**src/rtl/axi_stream_header_arbiter.sv**
```systemverilog
// -----------------------------------------------------------------------------
// axi_stream_header_arbiter
//
// Shares the single header-insert port of axi_stream_insert_header among
// NUM_SRC header requesters. A round-robin pick in IDLE grants one source. Its
// header is captured and offered on the insert interface. Arbitration then
// stays locked until the downstream packet carrying that header completes
// (valid_out & ready_out & last_out). This gives exactly one header per
// packet, delivered in grant order.
//
// Ports
//   clk, rst_n       clock, asynchronous active-low reset
//   req_valid/ready  per-source header handshake (req_ready is one-hot or zero,
//                    and is only ever asserted in IDLE)
//   req_data/keep    per-source header, source i at [i*W +: W]
//   valid_insert,    registered header presented to the inserter;
//   data_insert,     held stable until ready_insert
//   keep_insert
//   ready_insert     inserter accepts the header
//   valid_out,       monitored inserter output; a last-beat handshake
//   ready_out,       ends the packet that owns the current grant
//   last_out
//   grant_id         source owning the current header/packet
//   busy             header offered or packet in flight
//   err_keep         one-cycle pulse when an illegal header keep is dropped
//   hdr_cnt          number of headers delivered, saturating
// -----------------------------------------------------------------------------
module axi_stream_header_arbiter #(
   parameter int DATA_WD      = 32,
   parameter int DATA_BYTE_WD = DATA_WD / 8,
   parameter int NUM_SRC      = 4,
   parameter int CNT_WD       = 16,
   localparam int ID_WD       = $clog2(NUM_SRC)
) (
   input  logic                            clk,
   input  logic                            rst_n,
   input  logic [NUM_SRC-1:0]              req_valid,
   input  logic [NUM_SRC*DATA_WD-1:0]      req_data,
   input  logic [NUM_SRC*DATA_BYTE_WD-1:0] req_keep,
   output logic [NUM_SRC-1:0]              req_ready,
   output logic                            valid_insert,
   output logic [DATA_WD-1:0]              data_insert,
   output logic [DATA_BYTE_WD-1:0]         keep_insert,
   input  logic                            ready_insert,
   input  logic                            valid_out,
   input  logic                            ready_out,
   input  logic                            last_out,
   output logic [ID_WD-1:0]                grant_id,
   output logic                            busy,
   output logic                            err_keep,
   output logic [CNT_WD-1:0]               hdr_cnt
);

   typedef enum logic [1:0] {S_IDLE, S_OFFER, S_WAIT_PKT} state_t;

   state_t                  state_q, state_d;
   logic [ID_WD-1:0]        rr_ptr_q, rr_ptr_d;
   logic [ID_WD-1:0]        grant_id_q, grant_id_d;
   logic [DATA_WD-1:0]      data_q, data_d;
   logic [DATA_BYTE_WD-1:0] keep_q, keep_d;
   logic                    valid_q, valid_d;
   logic                    err_q, err_d;
   logic                    busy_q, busy_d;
   logic [CNT_WD-1:0]       cnt_q, cnt_d;

   logic                    win_found;
   logic [ID_WD-1:0]        win_id;
   logic [DATA_WD-1:0]      sel_data;
   logic [DATA_BYTE_WD-1:0] sel_keep;
   logic                    keep_legal;
   logic                    pkt_done;

   // Increment a source index with wrap at NUM_SRC (which need not be a
   // power of two).
   function automatic logic [ID_WD-1:0] wrap_inc(input logic [ID_WD-1:0] id);
      if (id == ID_WD'(NUM_SRC - 1)) return '0;
      return id + ID_WD'(1);
   endfunction

   // Round-robin search. Walk the offsets from the far end down to zero, so
   // the last hit written is the one closest to rr_ptr.
   always_comb begin : arb_search
      int idx;
      idx       = 0;
      win_found = 1'b0;
      win_id    = '0;
      for (int k = NUM_SRC - 1; k >= 0; k--) begin
         idx = int'(rr_ptr_q) + k;
         if (idx >= NUM_SRC) idx = idx - NUM_SRC;
         if (req_valid[idx]) begin
            win_found = 1'b1;
            win_id    = ID_WD'(idx);
         end
      end
   end

   assign sel_data = req_data[int'(win_id)*DATA_WD +: DATA_WD];
   assign sel_keep = req_keep[int'(win_id)*DATA_BYTE_WD +: DATA_BYTE_WD];

   // A legal keep is a nonzero run of ones starting at bit 0. Adding one to
   // such a value carries out of every set bit, so the AND is zero.
   assign keep_legal = (sel_keep != '0) &&
                       ((sel_keep & (sel_keep + DATA_BYTE_WD'(1))) == '0);

   assign pkt_done = valid_out & ready_out & last_out;

   always_comb begin : next_state
      state_d    = state_q;
      rr_ptr_d   = rr_ptr_q;
      grant_id_d = grant_id_q;
      data_d     = data_q;
      keep_d     = keep_q;
      valid_d    = valid_q;
      err_d      = 1'b0;
      cnt_d      = cnt_q;
      req_ready  = '0;
      case (state_q)
         S_IDLE: begin
            if (win_found) begin
               req_ready[win_id] = 1'b1;
               if (keep_legal) begin
                  state_d    = S_OFFER;
                  grant_id_d = win_id;
                  data_d     = sel_data;
                  keep_d     = sel_keep;
                  valid_d    = 1'b1;
               end else begin
                  // Drop the bad header. Move past the offender so that it
                  // cannot starve the other sources.
                  err_d    = 1'b1;
                  rr_ptr_d = wrap_inc(win_id);
               end
            end
         end
         S_OFFER: begin
            if (ready_insert) begin
               state_d = S_WAIT_PKT;
               valid_d = 1'b0;
               if (cnt_q != '1) cnt_d = cnt_q + CNT_WD'(1);
            end
         end
         S_WAIT_PKT: begin
            // A last beat seen in IDLE or OFFER belongs to an earlier packet.
            // Only a last beat seen here releases the lock.
            if (pkt_done) begin
               state_d  = S_IDLE;
               rr_ptr_d = wrap_inc(grant_id_q);
            end
         end
         default: state_d = S_IDLE;
      endcase
      busy_d = (state_d != S_IDLE);
   end

   always_ff @(posedge clk or negedge rst_n) begin
      if (!rst_n) begin
         state_q    <= S_IDLE;
         rr_ptr_q   <= '0;
         grant_id_q <= '0;
         data_q     <= '0;
         keep_q     <= '0;
         valid_q    <= 1'b0;
         err_q      <= 1'b0;
         busy_q     <= 1'b0;
         cnt_q      <= '0;
      end else begin
         state_q    <= state_d;
         rr_ptr_q   <= rr_ptr_d;
         grant_id_q <= grant_id_d;
         data_q     <= data_d;
         keep_q     <= keep_d;
         valid_q    <= valid_d;
         err_q      <= err_d;
         busy_q     <= busy_d;
         cnt_q      <= cnt_d;
      end
   end

   assign valid_insert = valid_q;
   assign data_insert  = data_q;
   assign keep_insert  = keep_q;
   assign grant_id     = grant_id_q;
   assign busy         = busy_q;
   assign err_keep     = err_q;
   assign hdr_cnt      = cnt_q;

endmodule

```
**config.mk**
```make
export PLATFORM = sky130hd
export DESIGN_NAME = axi_stream_header_arbiter
export DESIGN_NICKNAME = d
export VERILOG_FILES = /design/src/rtl/axi_stream_header_arbiter.sv
export SDC_FILE = /design/constraint.sdc
export NUM_CORES = 1
export LEC_CHECK = 0
export ABC_AREA = 0
export CAP_MARGIN = 20
export CELL_PAD_IN_SITES_DETAIL_PLACEMENT = 0
export CELL_PAD_IN_SITES_GLOBAL_PLACEMENT = 2
export CORE_AREA = 2 2 146 148
export DETAILED_ROUTE_END_ITERATION = 8
export DIE_AREA = 0 0 148 150
export PLACE_DENSITY_LB_ADDON = 0.1
export REMOVE_ABC_BUFFERS = 1
export SYNTH_ARGS = -nofsm -noshare
export SYNTH_HDL_FRONTEND = slang
export SYNTH_SLANG_ARGS = --single-unit
```
**constraint.sdc**
```tcl
create_clock -name clk -period 2.3 [get_ports clk]
set_input_delay 0.23 -clock clk [delete_from_list [all_inputs] [get_ports clk]]
set_output_delay 0.23 -clock clk [all_outputs]
set_load 0.01 [all_outputs]
```
==> flow_metrics.tcl <==
set metrics [dict create \
    netSwitchingFraction 0.373 \
    grt_overflow 0 \
    grt_pass1_vias 4226 \
    syn_area_sq_um 3860 \
    r2r_start "rr_ptr_q[1]" \
    worst-r2r-setup-slack_ns -0.22 \
    hold_viol_final 0 \
    dieWidth_microns 148 \
    cts_tree "done" \
    core-area_sq_um 20700 \
    combPwrFrac 0.628 \
    slew_headroom 0.512 \
    clock_skew_ns 0.00615 \
    vias_per_cell 4.26 \
    htreeDepth 3 \
    total_leakage_power_nw 3.16 \
    multi_input_area_sq_um 2340 \
    cp_max_fo 7 \
    whs_ns 0.480 \
    routedWlPerCell_microns 16.0 \
    grt_pass1_wl_mm 23.2 \
    mostFrequentLayoutCell "clkdlybuf4s50_1" \
    hp-class "reg2reg" \
    crit_end "data_insert[17]" \
    cts_buffers 9 \
    most-common-layout-cells "clkdlybuf4s50_1 (207), nand2_1 (138), dfrtp_1 (59)" \
    nNetsFinal 869 \
    n_fill_cell 2146 \
    avgSynthCellArea_sq_um 8.65 \
    syn-instance-count 446 \
    rsz0062_at_grt "yes" \
    seq_area_sq_um 1530 \
    initial_core_util 0.187 \
    endpoint_kind "register" \
    vdd_drop_max_uv 427 \
    vias 4217 \
    min_period_ns 2.52 \
    slew_violations 0 \
    cts_max_path_buffers 2 \
    cts_sinks 61 \
    start_kind "register" \
    place_hpwl_mm 11.2 \
    tightest_slew_ns 0.732 \
    yosys_warnings 0 \
    root_buffer "clkbuf_16" \
    grt_start_max_net_pins 59 \
    drive_above_1_share 0.190 \
    fmax_ghz 0.396 \
    totalWireLength_mm 15.9 \
    powerDensity_nw_per_um2 1160 \
    synth.area.top_cells "dfrtp_1 (40%), nand2_1 (13%), mux2_2 (6.4%), and3_1 (5.8%), a31oi_1 (5.3%)" \
    cp-startpoint "rr_ptr_q[1]" \
    critPathKind "reg2reg" \
    antenna_found_initial 0 \
    drt_iter0_drc 112 \
    post_synth_num_cell_types 48 \
    io_pins 215 \
    num_rows 53 \
    p_clk_frac 0.158 \
    portBuffers 214 \
    syn_to_final_growth_pct 88.5 \
    path_clk_slew_ns 0.05 \
    ant_nets 0 \
    cp_data_required_time_ns 2.51 \
    yosysTopAreaCell "dfrtp_1" \
    power_switching_mw 3.15 \
    synth.top_cell.area_share 0.395 \
    violations "setup timing" \
    drc 0 \
    setup_slack_ns -0.225 \
    gp_congestion 0.762 \
    setup_viol 46 \
    die-area_sq_um 22200 \
    grt_usage 0.135 \
    seq_power_share 0.214 \
    synth-seq-cells 61 \
    rr_worst_depth 10 \
    ys_seq_area_frac 0.395 \
    maxCapViolations 0 \
    first_pass_iters 4 \
    die_h_microns 150 \
    final_util 0.352 \
    status "finished with violations" \
    p_int_mw 5.30 \
    cp.arrival_ns 2.74 \
    hold_path_depth 1 \
    period_share 1.10 \
    regToRegEndpoint "data_insert[17]" \
    insertion_delay_ns 0.33 \
]
final cells by class:
type,instances,share of cell area
Antenna cell,1,0.000344
Clock buffer,10,0.0315
Inverter,6,0.00344
Sequential cell,61,0.210
Tap cell,275,0.0473
Clock inverter,6,0.00877
Multi-Input combinational cell,353,0.321
Timing Repair Buffer,278,0.377
kinds of logic (layout without fill, tap and decap cells):
logic type | count (synthesis) | after routing | share of synthesized area
flops | 61 | 61 | 0.395
fa+ha+maj | 6 | 6 | 0.0194
simple gates | 231 | 231 | 0.278
other cells | 0 | 1 | 0
buf+inv | 32 | 300 | 0.0402
compound gates | 60 | 60 | 0.114
mux | 41 | 41 | 0.119
xor+xnor | 15 | 15 | 0.0340
registers in the layout, indices dropped and copies added (netlist names):
register and cells:
grant_id 2, err_keep 1, rr_ptr_q 2, valid_insert 1, hdr_cnt 16, busy 1, state_q 2, keep_insert 4
data_insert 32
cell usage after synthesis, drive strengths merged:
library cell  count
a211oi            3
a21boi            2
inv               6
or4b              1
o221a             1
a211o             1
and2              7
a31oi            33
a21o              2
o21a              1
and3b             1
nand4             1
mux2i             3
nand4b            2
o21ai             8
nor3              4
o211a             1
nor2             11
a21oi             2
or2               1
o32ai             2
nor4              1
o31a              1
nand2           138
and3             36
buf               9
mux2             38
nor2b             3
clkbuf           17
nand2b            1
a221oi            1
nand3b            1
o221ai            1
xnor2             9
a41o              1
dfrtp            61
ha                6
and4              1
xor2              6
nand3            22
power groups by stage:
stage / registers (mW) / logic [mW] / clock network (mW)
after CTS: 1.81 / 4.76 / 1.38
after detailed placement: 1.82 / 4.42 / 0
final: 1.81 / 5.30 / 1.34
after global routing: 1.88 / 5.75 / 1.44
after floorplan: 1.98 / 1.98 / 0
after global placement: 1.81 / 4.40 / 0
routing by layer:
layer	global-route usage	wire length (microns)
met1	0.163	6600
met2	0.240	8160
met3	0.0329	908
met4	0.0386	199
met5	0	0
worst min-delay path by stage:
stage,from,end,slack (ns)
6_report,keep_insert[0],keep_insert[0],0.48
5_1_grt,valid_insert,valid_insert,0.50
4_1_cts,keep_insert[0],keep_insert[0],0.47
3_5_place_dp,rst_n,err_keep,0.33
3_3_place_gp,rst_n,err_keep,0.32
2_1_floorplan,rst_n,busy,-0.07
through the flow:
stage / cells / total power, mW / instance area, sq um / TNS, ns / setup WS [ns]
after floorplan: 420 / 3.96 / 3730 / -96.83 / -2.23
after global placement: 940 / 6.22 / 6500 / -22.48 / -0.516
after global routing: 989 / 9.07 / 7270 / -12.81 / -0.335
after CTS: 972 / 7.96 / 7010 / -6.82 / -0.189
final: 990 / 8.45 / 7280 / -8.42 / -0.225
after detailed placement: 940 / 6.24 / 6500 / -22.73 / -0.525
worst max-delay path: stages, from the launching register on:
cell       delay [ns]
dfrtp_2          0.44
and3b_2          0.25
o21a_4           0.24
buf_4            0.15
o21ai_1          0.19
nand3_2          0.15
a211oi_4         0.29
nor3_4           0.08
buf_6            0.16
clkbuf_16        0.17
mux2_4           0.29
what timing repair did:
action                     in CTS  in global routing
resized for setup              43                 26
hold endpoints to repair       28                  0
setup buffers                  16                 12
hold buffers                    1                  0
gates cloned                    0                  5
setup endpoints to repair      44                 48
pin swaps                       6                 10
Power figures use the tool's default switching activity.
==> RTL edit 1 (config.mk and constraints unchanged) <==
The parameter `DATA_WD` goes from 32 to 16.
--- a/src/rtl/axi_stream_header_arbiter.sv
+++ b/src/rtl/axi_stream_header_arbiter.sv
@@ -27,5 +27,5 @@
 // -----------------------------------------------------------------------------
 module axi_stream_header_arbiter #(
-   parameter int DATA_WD      = 32,
+   parameter int DATA_WD      = 16,
    parameter int DATA_BYTE_WD = DATA_WD / 8,
    parameter int NUM_SRC      = 4,
Interface: changed (resized data_insert, keep_insert, req_data and req_keep); port bits go from 215 to 125. No check against the original RTL was run, so the function may have changed too.
==> RTL edit 1 against the original RTL <==
  * Die area is the same
  * Sequential cell count is 18 lower
  * Count of clock-buffer cells in the layout decreased by 5
  * Global-route usage is 5.4 points lower
  * Worst setup slack better by 0.31 ns
  * Final area decreased by 36%
  * Maximum frequency grew 14%
  * Total power fell by 41%
  * Synthesized area decreased by 30%
  * Routed wire length decreased by 43%
  * Critical path depth shrank 3
  * Synthesized cell count shrank 48%
==> RTL edit 1: results (changes against the original RTL) <==
** Outcome
- Result of the run: finished, final reports clean (was complete, but fails checks).

** Clocking
- Clock slew at reported path FFs :: 0.07 ns (was 0.05 ns)
- Htree depth :: 2 (was 3)
- Latest clock arrival within the worst-skew pair :: 0.30 ns (was 0.33 ns)
- The total clock buffers created by CTS was 5 (was 9).

** Final layout
- Net count reported at finish :: 467 (was 869)
- Layout cells sized above 1 :: 17.4% (was 19.0%)
- Number of antenna diodes :: 0 (was 1)

** Critical path
- Largest fanout on the critical path :: 8 (was 7)

** Place
- Post-detail-place hpwl :: 7200 um (was 11,200 um)
- Post-placement cell area :: 4410 sq um (was 6500 sq um)
- The number of buffers inserted by port buffering came to 124 (was 214).

** Global routing
- The global-route wire length before repair was 13,600 um (was 23,200 um).
- Pin count of the biggest net entering global routing :: 29 (was 59)
- The combined global-route utilization of all metal layers is 8.16% (was 13.5%).
- The via count of the first global-routing pass is 2,389 (was 4,226).

** Detailed routing
- Total number of vias :: 2,285 (was 4,217)
- Iter 0 DRT Violations :: 99 (was 112)

** Synthesis
- Cell types with the largest area share after synthesis: dfrtp_1 (40%), mux2i_1 (19%), mux2_4 (10%) (was dfrtp_1 (40%), nand2_1 (13%), mux2_2 (6.4%)).
- Share of Yosys cell area claimed by the top area cell type :: 39.9% (was 39.5%)
- Most used standard cells in the synthesized netlist :: mux2i_1 (52), dfrtp_1 (43), mux2_4 (18), xnor2_1 (13), nand2_1 (12) (was nand2_1 (138), dfrtp_1 (61), and3_1 (36), a31oi_1 (33))
- The number of unique standard cell types used by synthesis came to 46 (was 48).

** Timing
- The clock skew came to 0.00527 ns (was 0.00615 ns).
- Slew Limit Headroom :: 62.6% (was 51.2%)

** Min path
- The type of the most critical hold path was in2async (was reg2reg).
-- RTL edit 1: final timing paths --
| path | endpoint | slack [ns] | cells past startpoint | startpoint |
|---|---|---|---|---|
| setup / recovery | req_ready[1] | 0.09 | 7 | rr_ptr_q[1] |
| hold / removal | hdr_cnt[0] | 0.38 | 2 | rst_n |
| setup reg to reg | data_insert[10] | 0.12 | 7 | rr_ptr_q[1] |
| hold reg to reg | valid_insert | 0.49 | 2 | valid_insert |
| max in group asynchronous | err_keep | 1.30 | 3 | rst_n |
| min in group clk | valid_insert | 0.49 | 2 | valid_insert |
-- RTL edit 1: final cells by class --
type,count,area [sq um]
clock inverters,3,67.6
clock buffers,5,125
multi-input cells,176,1560
fillers,2287,16100
inverters,5,18.8
well taps,275,344
repair buffers,148,1440
flip-flops and latches,43,1080
-- RTL edit 1: what timing repair did --
action	4_1_cts	5_1_grt
pin swaps	0	0
buffers inserted	0	1
endpoints found under the setup margin	4	29
resized for setup	7	2
hold buffers	1	0
endpoints found under the hold margin	13	0
-- RTL edit 1: cells by family after synthesis --
| kind of cell | count (synthesis) | share of synthesized area (%) |
|---|---|---|
| AOI/OAI and AO/OA | 20 | 5.94 |
| xor gates and xnor gates | 14 | 4.55 |
| adders and majority gates | 6 | 2.78 |
| buffers and inverters | 14 | 3.20 |
| DFF | 43 | 39.9 |
| muxes | 75 | 31.4 |
| and+or+nand+nor | 61 | 12.2 |
-- RTL edit 1: report_power, final --
part           leakage (nW)  internal [mW]  switching [mW]
combinational          1.41           1.62            1.19
clock                0.0900          0.623           0.324
sequential            0.531           1.04           0.193
-- RTL edit 1: stage by stage --
step | power (mW) | utilization [%] | cells | TNS, ns | worst slack (ns)
final | 4.99 | 22.4 | 655 | 0 | 0.0866
after detailed placement | 4.13 | 21.3 | 645 | -5.16 | -0.231
after global routing | 5.36 | 22.4 | 655 | -0.160 | -0.0275
after floorplan | 2.79 | - | 224 | -26.14 | -1.10
after global placement | 4.14 | 21.3 | 645 | -5.80 | -0.254
after CTS | 5.11 | 22.3 | 654 | 0 | 0.0575
-- RTL edit 1: critical path, stage by stage (launching register included) --
cell and delay [ns]:
dfrtp_2 0.45, nand2b_1 0.17, a21oi_2 0.21, nor2_2 0.08
buf_4 0.14, ha_1 0.19, and2_1 0.14, dlygate4sd2_1 0.30
-- RTL edit 1: per-layer routing --
metal	vias to the layer above	GRT usage, %	routed length (um)
met4	0	2.71	125
met5	-	0	0
met3	6	3.02	620
met2	63	13.4	4560
li1	1140	-	-
met1	1076	9.83	3750
==> RTL edit 2 (same settings) <==
Made on the original files. Reset style: synchronous (`rst_n`), changed in one clocked block. Comments in the files are not updated.
--- a/src/rtl/axi_stream_header_arbiter.sv
+++ b/src/rtl/axi_stream_header_arbiter.sv
@@ -153,5 +153,5 @@
    end
 
-   always_ff @(posedge clk or negedge rst_n) begin
+   always_ff @(posedge clk) begin
       if (!rst_n) begin
          state_q    <= S_IDLE;
Behaviour: differs if rst_n is asserted again (counterexample within 4 cycles, from zero or initial values and one cycle with rst_n low); with rst_n held inactive, the same outputs for 4 cycles.
==> RTL edit 2 against the original RTL <==
  * The flow still finishes with violations (setup timing)
  * Worst setup slack gained 0.22 ns
  * Routed wire length increased by 8.1%
  * Total power decreased by 20%
  * Final area shrank 1.9%
  * Sequential share of layout area is 3.8 points lower
  * Sequential cell count did not move
  * Synthesized area grew 0.58%
  * Critical path type unchanged
==> RTL edit 2: results (changes against the original RTL) <==
** Pwr
- The leakage power summed over all cells is 2.87 nW (was 3.16 nW).
- Peak supply drop :: 0.379 mV (was 0.427 mV)

** Synthesis
- Most used standard cells in the synthesized netlist: nand2_1 (180), dfxtp_1 (61), and3_1 (40), mux2i_1 (40), a311o_1 (32) (was nand2_1 (138), dfrtp_1 (61), and3_1 (36), a31oi_1 (33)).
- Fraction of the mapped netlist area in adder cells :: 1.93% (was 1.94%)
- Complex-gate fraction of the synthesized area :: 15.0% (was 11.4%)
- Instance count of the mapped netlist :: 521 (was 446)
- Xor-xnor portion of the synthesized cell area :: 2.26% (was 3.40%)
- Register area share after synthesis :: 31.5% (was 39.5%)
- Cell types with the largest area share after synthesis :: dfxtp_1 (31%), nand2_1 (17%), mux2i_1 (10%) (was dfrtp_1 (40%), nand2_1 (13%), mux2_2 (6.4%))
- Post-synthesis mux area share :: 10.3% (was 11.9%)

** Timing
- The final setup violation count was 6 (was 46).
- Worst clock skew :: 0.00547 ns (was 0.00615 ns)
- Post-route setup TNS :: -0.0282 ns (was -8.42 ns)
- The final worst slack came to -0.00895 ns (was -0.225 ns).

** Outcome
- Failing checks :: setup timing (unchanged)
- Result of the run: complete, but fails checks (unchanged).

** Detailed routing
- The total vias in the final route is 4,581 (was 4,217).
- The number of DRC markers in iteration 0 came to 106 (was 112).
- Average wire length per cell after detail routing :: 16.4 um (was 16.0 um)
- Total detailed-routing wirelength :: 17,100 um (was 15,900 um)

** Place
- Setup WS pre-CTS :: -0.499 ns (was -0.525 ns)
- Post-detail-place hpwl :: 11,900 um (was 11,200 um)
- The cell count after placement came to 1,015 (was 940).
- Post-placement cell area :: 6530 sq um (was 6500 sq um)
- Final weighted congestion in routability-driven placement :: 0.740 (was 0.762)

** Min path
- The hold path startpoint was data_insert[29] (was keep_insert[0]).
- Depth of the worst hold-timing path :: 2 (was 1)

** Final layout
- Number of antenna diodes :: 0 (was 1)

** Critical path
- Largest fanout on the critical path :: 5 (was 7)
- Kind of cell adding the most delay to the critical path :: simple AND/OR/NAND/NOR gates (was compound AO/OA/AOI/OAI gates)
- Longest individual stage delay on the worst path :: 0.38 ns (was 0.44 ns)

** Clocking
- Post-CTS setup buffer count :: 7 (was 16)
- The post-CTS resize count came to 41 (was 43).

** Global routing
- The combined global-route utilization of all metal layers is 15.0% (was 13.5%).
- The via count of the first global-routing pass was 4,674 (was 4,226).
- First-pass GRT wire length :: 25,600 um (was 23,200 um)
- The largest net degree at the start of global routing is 53 (was 59).
## RTL edit 2: changes by cell type after synthesis, moves of 5 or more
cell	unedited run	this run
dfrtp_1	61	0
nor2_1	10	15
o21ai_0	7	12
or3_1	0	6
buf_2	1	10
dfxtp_1	0	61
nand2_1	138	180
mux2_1	16	0
a311o_1	0	32
mux2_2	22	0
a31oi_1	33	0
mux2i_1	3	40
## RTL edit 2: worst max-delay path by stage
stage	startpoint	to	slack [ns]	cells after the start
after detailed placement	req_valid[2]	data_insert[26]	-0.50	9
after floorplan	rr_ptr_q[0]	state_q[0]	-1.74	7
final	rr_ptr_q[0]	data_insert[20]	-0.009	10
after CTS	rr_ptr_q[0]	data_insert[20]	-0.05	10
after global routing	rr_ptr_q[0]	data_insert[19]	-0.09	10
after global placement	req_valid[2]	data_insert[10]	-0.42	9
## RTL edit 2: layout make-up
class                   count  area (sq um)
clock buffers              10           229
inverters                   8          35.0
flip-flops and latches     61          1230
multi-input cells         414          2600
repair buffers            271          2670
clock inverters             6          30.0
well taps                 275           344
fillers                  2180         13500
## RTL edit 2: worst register-to-register path, stage by stage (launching register included)
cell,delay (ns)
dfxtp_4,0.37
nor2b_4,0.05
a21o_1,0.16
a211o_4,0.38
and3_4,0.17
or3b_4,0.38
nor3_4,0.16
buf_6,0.14
buf_6,0.13
buf_16,0.13
mux2i_1,0.17
## RTL edit 2: metal layers
metal  share of wire, %  GRT usage [%]  up-vias
li1                   -              -     2298
met1                 40           16.9     2120
met2                 49           25.6      148
met3                8.9           6.52       15
met4                1.3           4.33        0
met5                  0              0        -
## RTL edit 2: where the power goes
group | internal [mW] | switching [mW] | leakage (nW)
Sequential | 1.38 | 0.190 | 0.498
Combinational | 2.15 | 1.84 | 2.24
Clock | 0.716 | 0.494 | 0.136
Total | 4.25 | 2.53 | 2.87
